===== config.mk =====
export PLATFORM = sky130hd
export DESIGN_NAME = sync_fifo_v2
export DESIGN_NICKNAME = d
export VERILOG_FILES = /design/src/rtl/sync_fifo_v2.sv
export SDC_FILE = /design/constraint.sdc
export NUM_CORES = 1
export LEC_CHECK = 0
export BUFFER_PORTS_ARGS = -buffer_cell sky130_fd_sc_hd__buf_2
export CAP_MARGIN = 20
export CORE_AREA = 2 2 130 132
export DETAILED_ROUTE_END_ITERATION = 6
export DIE_AREA = 0 0 132 134
export PLACE_DENSITY = 0.59
export SETUP_SLACK_MARGIN = 0.3
export SYNTH_ARGS = -nofsm -noshare
export SYNTH_HDL_FRONTEND = slang
export SYNTH_SLANG_ARGS = --single-unit

===== constraint.sdc =====
create_clock -name clk_i -period 8.3 [get_ports clk_i]
set_clock_uncertainty 0.1 [all_clocks]
set_input_delay 0 -clock clk_i [delete_from_list [all_inputs] [get_ports clk_i]]
set_output_delay 0 -clock clk_i [all_outputs]
set_load 0.005 [all_outputs]

===== src/rtl/sync_fifo_v2.sv =====
// Single-clock FIFO with an arbitrary (non power-of-two) depth, runtime almost-full/empty thresholds,
// sticky overflow/underflow flags, and a choice of registered or first-word fall-through read port.
module sync_fifo_v2 #(
  parameter int FIFO_LEN = 16,
  parameter int DATA_WTH = 8,
  parameter int ADDR_WTH = 4,
  parameter int CNT_WTH  = ADDR_WTH + 1,
  parameter int RD_MODE  = 0
) (
  input  logic                clk_i,
  input  logic                rst_i,
  input  logic                flush_i,
  input  logic [DATA_WTH-1:0] wr_data_i,
  input  logic                wr_en_i,
  output logic                full_o,
  output logic                a_full_o,
  input  logic [CNT_WTH-1:0]  a_full_thr_i,
  input  logic                rd_en_i,
  output logic [DATA_WTH-1:0] rd_data_o,
  output logic                rd_valid_o,
  output logic                empty_o,
  output logic                a_empty_o,
  input  logic [CNT_WTH-1:0]  a_empty_thr_i,
  output logic [CNT_WTH-1:0]  count_o,
  output logic                ovf_o,
  output logic                udf_o,
  input  logic                err_clr_i
);

  logic [DATA_WTH-1:0] mem_q [FIFO_LEN];
  logic [ADDR_WTH-1:0] wr_ptr_q, wr_ptr_d;
  logic [ADDR_WTH-1:0] rd_ptr_q, rd_ptr_d;
  logic [CNT_WTH-1:0]  count_q, count_d;
  logic                a_full_q, a_empty_q;
  logic                ovf_q, udf_q;
  logic                full, empty;
  logic                wr_acc, rd_acc;

  assign full   = (count_q == CNT_WTH'(FIFO_LEN));
  assign empty  = (count_q == '0);
  assign wr_acc = wr_en_i & ~full & ~flush_i & ~rst_i;
  assign rd_acc = rd_en_i & ~empty & ~flush_i & ~rst_i;

  always_comb begin
    wr_ptr_d = wr_ptr_q;
    rd_ptr_d = rd_ptr_q;
    count_d  = count_q;
    if (flush_i) begin
      wr_ptr_d = '0;
      rd_ptr_d = '0;
      count_d  = '0;
    end else begin
      if (wr_acc)
        wr_ptr_d = (wr_ptr_q == ADDR_WTH'(FIFO_LEN - 1)) ? '0 : wr_ptr_q + ADDR_WTH'(1);
      if (rd_acc)
        rd_ptr_d = (rd_ptr_q == ADDR_WTH'(FIFO_LEN - 1)) ? '0 : rd_ptr_q + ADDR_WTH'(1);
      if (wr_acc && !rd_acc)
        count_d = count_q + CNT_WTH'(1);
      else if (rd_acc && !wr_acc)
        count_d = count_q - CNT_WTH'(1);
    end
  end

  // Storage is deliberately left out of reset so it maps onto plain RAM.
  always_ff @(posedge clk_i) begin
    if (wr_acc)
      mem_q[wr_ptr_q] <= wr_data_i;
  end

  always_ff @(posedge clk_i) begin
    if (rst_i) begin
      wr_ptr_q  <= '0;
      rd_ptr_q  <= '0;
      count_q   <= '0;
      a_full_q  <= (a_full_thr_i == '0);
      a_empty_q <= 1'b1;
      ovf_q     <= 1'b0;
      udf_q     <= 1'b0;
    end else begin
      wr_ptr_q  <= wr_ptr_d;
      rd_ptr_q  <= rd_ptr_d;
      count_q   <= count_d;
      // Flags track the count being loaded, so they never lag count_o.
      a_full_q  <= (count_d >= a_full_thr_i);
      a_empty_q <= (count_d <= a_empty_thr_i);
      ovf_q     <= (wr_en_i & full & ~flush_i) | (ovf_q & ~err_clr_i);
      udf_q     <= (rd_en_i & empty & ~flush_i) | (udf_q & ~err_clr_i);
    end
  end

  generate
    if (RD_MODE == 0) begin : g_std_rd
      logic [DATA_WTH-1:0] rd_data_q;
      logic                rd_valid_q;

      always_ff @(posedge clk_i) begin
        if (rst_i) begin
          rd_data_q  <= '0;
          rd_valid_q <= 1'b0;
        end else begin
          rd_valid_q <= rd_acc;
          if (rd_acc)
            rd_data_q <= mem_q[rd_ptr_q];
        end
      end

      assign rd_data_o  = rd_data_q;
      assign rd_valid_o = rd_valid_q;
    end else begin : g_fwft_rd
      assign rd_data_o  = mem_q[rd_ptr_q];
      assign rd_valid_o = ~empty;
    end
  endgenerate

  assign full_o    = full;
  assign empty_o   = empty;
  assign count_o   = count_q;
  assign a_full_o  = a_full_q;
  assign a_empty_o = a_empty_q;
  assign ovf_o     = ovf_q;
  assign udf_o     = udf_q;

endmodule


# Yosys cells after proc, flatten, opt, wreduce, memory -nomap -nowiden
# Memories as Yosys holds them, arrays and structs flattened. A register that Yosys moved wholly into a read port is not among the register bits.
# Index checks and enable logic that the tools add are counted.
# word_totals
out_inout_bits,20
memories,1
elab_cells,52
ram_bits,128
register_bits,18
in_bits,24
# memory_table
name,words,word_bits,rd,rd_clocked_by_memory_dff,write_ports,line_no,source
mem_q,16,8,1,1,1,30,logic [DATA_WTH-1:0] mem_q [FIFO_LEN];
# classes
bitwise,19
n_addsub,4
muxes,8
eq_ne,3
reduce_logical,7
magnitude_cmp,2
# ops
cell,count
two-way mux 5 bit,3
AND 1 bit,12
logical NOT 5 bit,2
"adder 4 x 1 -> 4 bit, second input constant",2
"== test 4 bit, second input constant",2
two-way mux 4 bit,2
"adder 5 x 1 -> 5 bit, second input constant",1
"== test 5 bit, second input constant",1
>= comparator 5 bit,1
less-or-equal comparator 5 bit,1
NOT 1 bit,5
"subtractor 5 x 1 -> 5 bit, second input constant",1
two-way mux 1 bit,3
logical AND 1 bit,2
logical NOT 1 bit,2
OR 1 bit,2
OR reduction 2 bit,1

# Longest topological paths before layout
# Gate-level depths: netlist of the first run.
# logic_depth
ltp_word,12
depth_mapped,15
depth_no_buf,15

# Worst setup path after synthesis of the first run
# No wires, ideal clock.
# synth_path
path_type,reg-to-reg
startpoint,"register count_q[0], in the netlist count_o[0]"
endpoint,"register a_empty_q, in the netlist a_empty_o"
arrival_time_ns,2.692
stages_incl_launch_ff,16
setup_slack_ns,5.434
required_ns,8.126
setup_ns,0.074
path_cell_list,dfxtp_1 inv_1 ha_1 nor3b_1 nand2_1 inv_2 o211ai_1 a211oi_1 a31oi_1 nor2b_1 ha_1 nor2b_1 o21a_1 o21a_1 o21a_1 o21ai_0
# synth_via
elab_chain_cells,11
# synth_rtl
element,line_no,source
from (decl),33,"logic [CNT_WTH-1:0] count_q, count_d;"
from (signal assigned),82,count_q <= count_d;
== test 5 bit (*),39,assign full = (count_q == CNT_WTH'(FIFO_LEN));
named net full_o,15,"output logic full_o,"
NOT 1 bit (*),41,assign wr_acc = wr_en_i & ~full & ~flush_i & ~rst_i;
AND 1 bit (*) (3 in series),41,
logical NOT 1 bit,59,else if (rd_acc && !wr_acc)
logical AND 1 bit,59,
two-way mux 5 bit,59,
two-way mux 5 bit (*),57,if (wr_acc && !rd_acc)
two-way mux 5 bit (*),48,if (flush_i) begin
named net count_d[1],33,
less-or-equal comparator 5 bit (*),85,a_empty_q <= (count_d <= a_empty_thr_i);
to (signal assigned),85,
to (decl),34,"logic a_full_q, a_empty_q;"
# Mark *: on every way through the listed nets, which the timed path passes. The rest lies on a longest branch.
# A chain may end at the register's enable or synchronous reset.

# Final worst setup path of the first run
# layout_path
startpoint,"register count_q[0], in the netlist count_o[0]"
endpoint,"register a_empty_q, in the netlist a_empty_o"
# layout_via
elab_chain_cells,11
# layout_rtl
element,line_no
== test 5 bit,39
NOT 1 bit,41
AND 1 bit (3 in series),41
logical NOT 1 bit,59
logical AND 1 bit,59
two-way mux 5 bit,59
two-way mux 5 bit (*),57
two-way mux 5 bit (*),48
named net count_d[1],33
less-or-equal comparator 5 bit (*),85
# Marked as above.

==> results of run 1 <==
## layer usage
layer,GRT usage,wire length [µm],share of wire
met5,0,0,0
met4,0.0441,123,0.0096
met3,0.0438,673,0.053
met2,0.252,6170,0.48
met1,0.201,5780,0.45
## kinds of logic after synthesis
logic type / Yosys count / share of synthesized area
DFF: 154 / 0.679
and+or+nand+nor: 79 / 0.0632
muxes: 51 / 0.142
AOI/OAI and AO/OA: 47 / 0.0518
buffers and inverters: 36 / 0.0235
adders and majority gates: 17 / 0.0331
xor gates and xnor gates: 6 / 0.00817
## critical path, cell delays in order (launching register included)
cell and delay, ns:
dfxtp_1 0.36, inv_1 0.08, ha_1 0.18, nor3b_1 0.37, nand2_1 0.14, inv_2 0.16, o211ai_1 0.18, a211oi_1 0.28
a31oi_1 0.09, nor2b_1 0.18, ha_1 0.29, nor2b_1 0.13, o21a_1 0.16, o21a_1 0.16, o21a_1 0.16, o21ai_0 0.14
dlygate4sd3_1 0.56
## Yosys cell counts, drive strengths merged (3+ instances only)
cell	instances
a211oi	4
a21oi	14
a31oi	3
buf	9
clkbuf	11
dfxtp	26
edfxtp	128
ha	17
inv	16
mux2i	19
mux4	32
nand2	22
nand2b	3
nor2	25
nor2b	4
nor3	7
nor3b	3
o21a	3
o21ai	5
o22a	8
xnor2	4
## path summary, 6_finish.rpt
path / to / slack (ns) / cells past startpoint
worst min-delay path: udf_o / 0.02 / 3
worst max-delay path: a_empty_o / 4.53 / 16
worst min register to register: rd_data_o[6] / 0.35 / 2
worst max register to register: a_empty_o / 4.53 / 16
## layout make-up
type                       instances  area (µm²)  area share
timing repair buffer              64         415      0.0548
inverter                          16        60.1     0.00792
multi-input combinational        200        1930       0.254
clock buffer                      17         425      0.0561
tap                              220         275      0.0363
clock inverter                    15         114      0.0150
sequential                       154        4370       0.575
## registers in the layout, indices dropped and copies added (netlist names)
name / cells
ovf_o: 1
a_full_o: 1
count_o: 5
rd_ptr_q: 4
udf_o: 1
wr_ptr_q: 4
rd_data_o: 8
a_empty_o: 1
rd_valid_o: 1
mem_q: 128
## power by group through the flow
| stage | Sequential [W] | Combinational, W | Clock [W] |
|---|---|---|---|
| global placement | 0.000856 | 0.0000381 | 0 |
| detailed placement | 0.000856 | 0.0000396 | 0 |
| finish | 0.000840 | 0.0000458 | 0.000699 |
| floorplan | 0.000856 | 0.0000202 | 0 |
| global route | 0.000839 | 0.0000518 | 0.000745 |
| CTS | 0.000840 | 0.0000459 | 0.000715 |
## what timing repair did
action,4_1_cts,5_1_grt
buffers inserted,0,0
endpoints found under the hold margin,141,0
hold buffers,17,0
## through the flow
step	cell area, µm²	worst slack [ns]	instances	utilization
finish	7590	4.53	686	0.466
global route	7590	4.13	686	0.466
CTS	7590	4.56	686	0.466
detailed placement	6880	5.11	637	0.422
global placement	6880	5.21	637	0.422
floorplan	6430	5.43	390	-
==> run_results.csv, run 1 <==
group,metric,value,unit
timing,whs,0.0236,ns
power_and_ir_drop,pwr-share-comb,0.029,
timing,setup-tns-final,0,ns
placement,gp_congestion,0.845,
power_and_ir_drop,powerDensity,209,nW/µm²
power_and_ir_drop,switching_share,0.215,
placement,dp_hpwl,8.18,mm
clock_network,cts_tree,"built",
setup_path,cp-end-kind,"flip-flop",
timing,period_share,0.454,
timing,relSlewSlack,0.357,
drt,vias,3448,
floorplanning,core_area,16300,µm²
drt,final_antenna_net_count,0,
timing,setup_violations,0,
clock_network,clkSinkCount,154,
min_path,worstHoldStart,"flush_i",
run_status,run_status,"finished clean",
global_route,antenna_found_initial,0,
floorplanning,die-height,134,µm
clock_network,insertion_delay,0.42,ns
logic_synthesis,syn_area,6430,µm²
drt,drtPass1Iterations,6,
logic_synthesis,yosysSeqAreaShare,0.679,
global_route,grt_pass1_vias,3554,
logic_synthesis,avgSynthCellArea,16.5,µm²
setup_path,start_kind,"flip-flop",
clock_network,ctsResizeCount,0,
power_and_ir_drop,leakage,2.51,nW
drt,drt_iter0_drc,206,
logic_synthesis,ys.warnings.count,0,
timing,worst_slew_pin_slew,0.962,ns
drt,wl_per_cell,18.6,µm
finish,syn2layout_area_growth,18.0,%
finish,fillCellCount,1409,
logic_synthesis,ys_ff_latch,154,
finish,final_common_cell,"edfxtp_1",
finish,num_antenna_cells,0,
clock_network,ctsHtreeMaxLevel,4,
setup_path,regToRegStartpoint,"count_o[0]",
logic_synthesis,synth_top_area_cell,"edfxtp_1",
drt,vias_per_cell,5.03,
floorplanning,pin_count,44,
min_path,hold_class,"in2reg",
setup_path,worst-setup-path-type,"reg2reg",
logic_synthesis,synth_edf_count,128,
power_and_ir_drop,switchingPower,0.000341,W
floorplanning,die_w,132,µm
global_route,grt_first_pass_wirelength,20.1,mm
clock_network,clockRootBuffer,"clkbuf_16",
logic_synthesis,syn_nets,431,
timing,rsz0062_at_grt,"false",
logic_synthesis,ys_types,45,
timing,slew_viol_final,0,
power_and_ir_drop,ir_drop,0.000166,V
global_route,overflow,0,
setup_path,path_max_fanout,6,
clock_network,cts.reportedPaths.clkPinSlew,0.07,ns
floorplanning,start_util,0.395,
floorplanning,rows,47,
placement,numPortBuffers,43,
finish,layout_common_cells,"edfxtp_1 (128), buf_2 (43), mux4_2 (32), dfxtp_1 (25), nor2_1 (24)",
logic_synthesis,synth_area_leaders,"edfxtp_1 (60%), mux4_2 (11%), dfxtp_1 (8.1%)",
power_and_ir_drop,total_power,0.00158,W
logic_synthesis,async_flop_share,0,
logic_synthesis,synth-main-ff-cell,"edfxtp_1",
drt,finalWirelength,12.8,mm
timing,hold_violations,0,
power_and_ir_drop,internal-power,0.00124,W
global_route,grtUsageTotal,0.154,
timing,max_freq,0.265,GHz
floorplanning,floorplan.die_area,17700,µm²
timing,fin_crit,3.77,ns
power_and_ir_drop,clkPwrFrac,0.441,
drt,drc_errors,0,
logic_synthesis,yosys.area.top_type_share,0.598,
finish,drive_gt1_frac,0.264,
setup_path,worstPathArrival,4.03,ns
power_and_ir_drop,p_seq_frac,0.530,
setup_path,startpoint,"count_o[0]",
finish,fin_nets,494,
clock_network,clk_path_buf_depth,2,
logic_synthesis,synthCells,390,
clock_network,numCtsBuffers,17,
setup_path,crit_required,8.56,ns
run,drv_cap,0,
global_route,grt_max_degree,37,
(Power assumes the default switching activity.)
==> run 2, diff against run 1 <==
- PLACE_DENSITY: 0.59 -> 0.61
- clock period: 8.3 -> 3.2 ns (I/O delays scaled with it)
==> run 2 against run 1 <==
Net effect: count of clock-buffer cells in the layout is 4 higher; sequential power rose to 2.6 times the previous value; clock power rose to 2.7 times the previous value; setup slack lost 4.2 ns; die area unchanged; register-to-register slack got worse by 4.2 ns; cell count grew 5.0%; power rose to 2.7 times the previous value; hold slack got worse by 0.023 ns; combinational power grew to 3.1 times the previous value; core utilization rose by 2.5 points; critical path depth down 5; largest cell class unchanged; largest power group unchanged.
==> run_results.csv, run 2 (synthesis gave the netlist of run 1 again) <==
group,metric,value,unit
finish,layout_common_cells,"edfxtp_1 (128), buf_2 (43), buf_4 (33), mux4_2 (32), dfxtp_1 (23)",
global_route,antenna_found_initial,0,
finish,fin_nets,528,
timing,slew_viol_final,0,
setup_path,reg2reg_slack,0.30,ns
run_status,run_status,"finished clean",
drt,drtPass1Iterations,4,
clock_network,clk_path_buf_depth,2,
global_route,grt_pass1_vias,3843,
timing,hold_violations,0,
setup_path,r2r.worst_path.cells,12,
power_and_ir_drop,powerDensity,529,nW/µm²
power_and_ir_drop,leakage,2.70,nW
finish,num_antenna_cells,0,
setup_path,path_max_fanout,19,
drt,vias,3722,
setup_path,cp_num_buf_inv,4,
setup_path,crit-reg2reg-capture,"a_empty_o",
clock_network,cts_tree,"built",
clock_network,ctsHtreeMaxLevel,4,
timing,worst_slew_pin_slew,0.756,ns
clock_network,cts.reportedPaths.clkPinSlew,0.06,ns
drt,wl_per_cell,19.2,µm
timing,setup_violations,0,
finish,drive_gt1_frac,0.330,
finish,regMostFlops,"mem_q",
placement,dp_hpwl,8.74,mm
floorplanning,rows,47,
setup_path,crit_required,3.40,ns
clock_network,clkSinkCount,154,
power_and_ir_drop,ir_drop,0.000370,V
drt,drt_iter0_drc,248,
drt,final_antenna_net_count,0,
min_path,holdPathStages,5,
timing,setup-tns-final,0,ns
timing,fin_crit,2.91,ns
setup_path,cpMostUsedCell,"dlygate4sd3_1",
min_path,worstHoldStart,"a_empty_thr_i[3]",
setup_path,critPathMaxStageDelay,0.59,ns
global_route,grt_max_degree,34,
drt,vias_per_cell,5.17,
min_path,holdPathEnd,"a_empty_o",
global_route,grtUsageTotal,0.164,
finish,largest_register_ff_count,128,
floorplanning,start_util,0.395,
min_path,hold_class,"in2reg",
timing,rsz0062_at_grt,"true",
placement,gp_congestion,0.821,
setup_path,worstPathArrival,3.11,ns
setup_path,worst-setup-path-type,"in2reg",
global_route,overflow,0,
floorplanning,die_w,132,µm
setup_path,regToRegStartpoint,"count_o[1]",
floorplanning,pin_count,44,
drt,finalWirelength,13.9,mm
setup_path,start_kind,"primary input",
drt,drc_errors,0,
timing,finalWorstSetupSlack,0.293,ns
placement,post-place-ws,0.0154,ns
timing,max_freq,0.344,GHz
finish,syn2layout_area_growth,24.2,%
run,drv_cap,0,
finish,final_common_cell,"edfxtp_1",
floorplanning,die-height,134,µm
global_route,grt_first_pass_wirelength,21.4,mm
setup_path,crit_family,"buffers and inverters",
clock_network,insertion_delay,0.42,ns
clock_network,numCtsBuffers,17,
setup_path,slowest_stage,"dlygate4sd3_1",
setup_path,cp-end-kind,"flip-flop",
setup_path,path_cells,"dlygate4sd3_1 > buf_2 > buf_4 > nor3b_1 > nand4_1 > mux2i_1 > a211oi_1 > ha_1 > o31ai_1 > dlygate4sd3_1 > a21oi_1",
timing,period_share,0.909,
timing,relSlewSlack,0.495,
clock_network,clockRootBuffer,"clkbuf_16",
floorplanning,floorplan.die_area,17700,µm²
floorplanning,core_area,16300,µm²
placement,numPortBuffers,43,
==> run 2: cell count changes in the layout (fill, tap and decap cells not counted), moves of 3 or more <==
| cell | delta |
|---|---|
| clkinvlp_4 | -3 |
| inv_6 | -4 |
| nor3_1 | +3 |
| buf_4 | +29 |
| clkbuf_1 | +4 |
| nor3_2 | -3 |
==> run 2: metal layers <==
metal / part of all wire / wire length, µm / GRT usage / vias to the layer above
met5: 0 / 0 / 0 / -
met4: 0.017 / 235 / 0.0676 / 0
met2: 0.51 / 7120 / 0.283 / 111
met3: 0.055 / 768 / 0.0393 / 18
li1: - / - / - / 1711
met1: 0.41 / 5730 / 0.199 / 1882
==> run 2: area by class of cell <==
cell class | instances | area (µm²)
sequential | 154 | 4370
clock inverter | 11 | 123
clock buffer | 21 | 440
multi-input combinational | 200 | 2010
tap | 220 | 275
timing repair buffer | 98 | 699
inverter | 16 | 65.1
fill | 1376 | 8300
==> run 2: tightest hold or removal path: stages <==
cell     delay, ns
buf_2         0.10
inv_1         0.05
ha_1          0.14
o21a_1        0.13
o21ai_1       0.06
==> run 2: where the power goes <==
part | total [W] | leakage [nW] | switching, W | internal, W
logic | 0.000141 | 1.08 | 0.0000754 | 0.0000653
registers | 0.00218 | 1.36 | 0.00000329 | 0.00217
clock network | 0.00190 | 0.265 | 0.000759 | 0.00115
==> run 2: what timing repair did <==
| action | in CTS | in global routing |
|---|---|---|
| gates resized for setup | 14 | 16 |
| gates cloned | 0 | 0 |
| pin swaps | 9 | 11 |
| endpoints found under the setup margin | 2 | 2 |
| setup buffers | 6 | 6 |
| hold endpoints to repair | 142 | 0 |
| hold buffers | 19 | 0 |
==> run 2: metrics by stage <==
step	total power [W]	util	cell area (µm²)	hold WS [ns]	instances
2_1_floorplan	0.00227	-	6430	-0.00113	390
5_1_grt	0.00435	0.490	7990	0.0137	720
3_5_place_dp	0.00233	0.431	7020	0.180	657
4_1_cts	0.00426	0.483	7870	0.00182	714
6_report	0.00422	0.490	7990	0.000700	720
3_3_place_gp	0.00232	0.431	7020	0.160	657
==> run 2: worst max path at each step <==
stage / start / to / slack, ns / depth (start not counted)
floorplan: count_o[0] / a_empty_o / 0.33 / 15
finish: rst_i / a_full_o / 0.29 / 11
global placement: count_o[1] / a_empty_o / 0.18 / 13
global route: count_o[1] / a_empty_o / 0.20 / 15
CTS: count_o[1] / a_empty_o / 0.27 / 13
detailed placement: count_o[1] / a_empty_o / 0.02 / 13
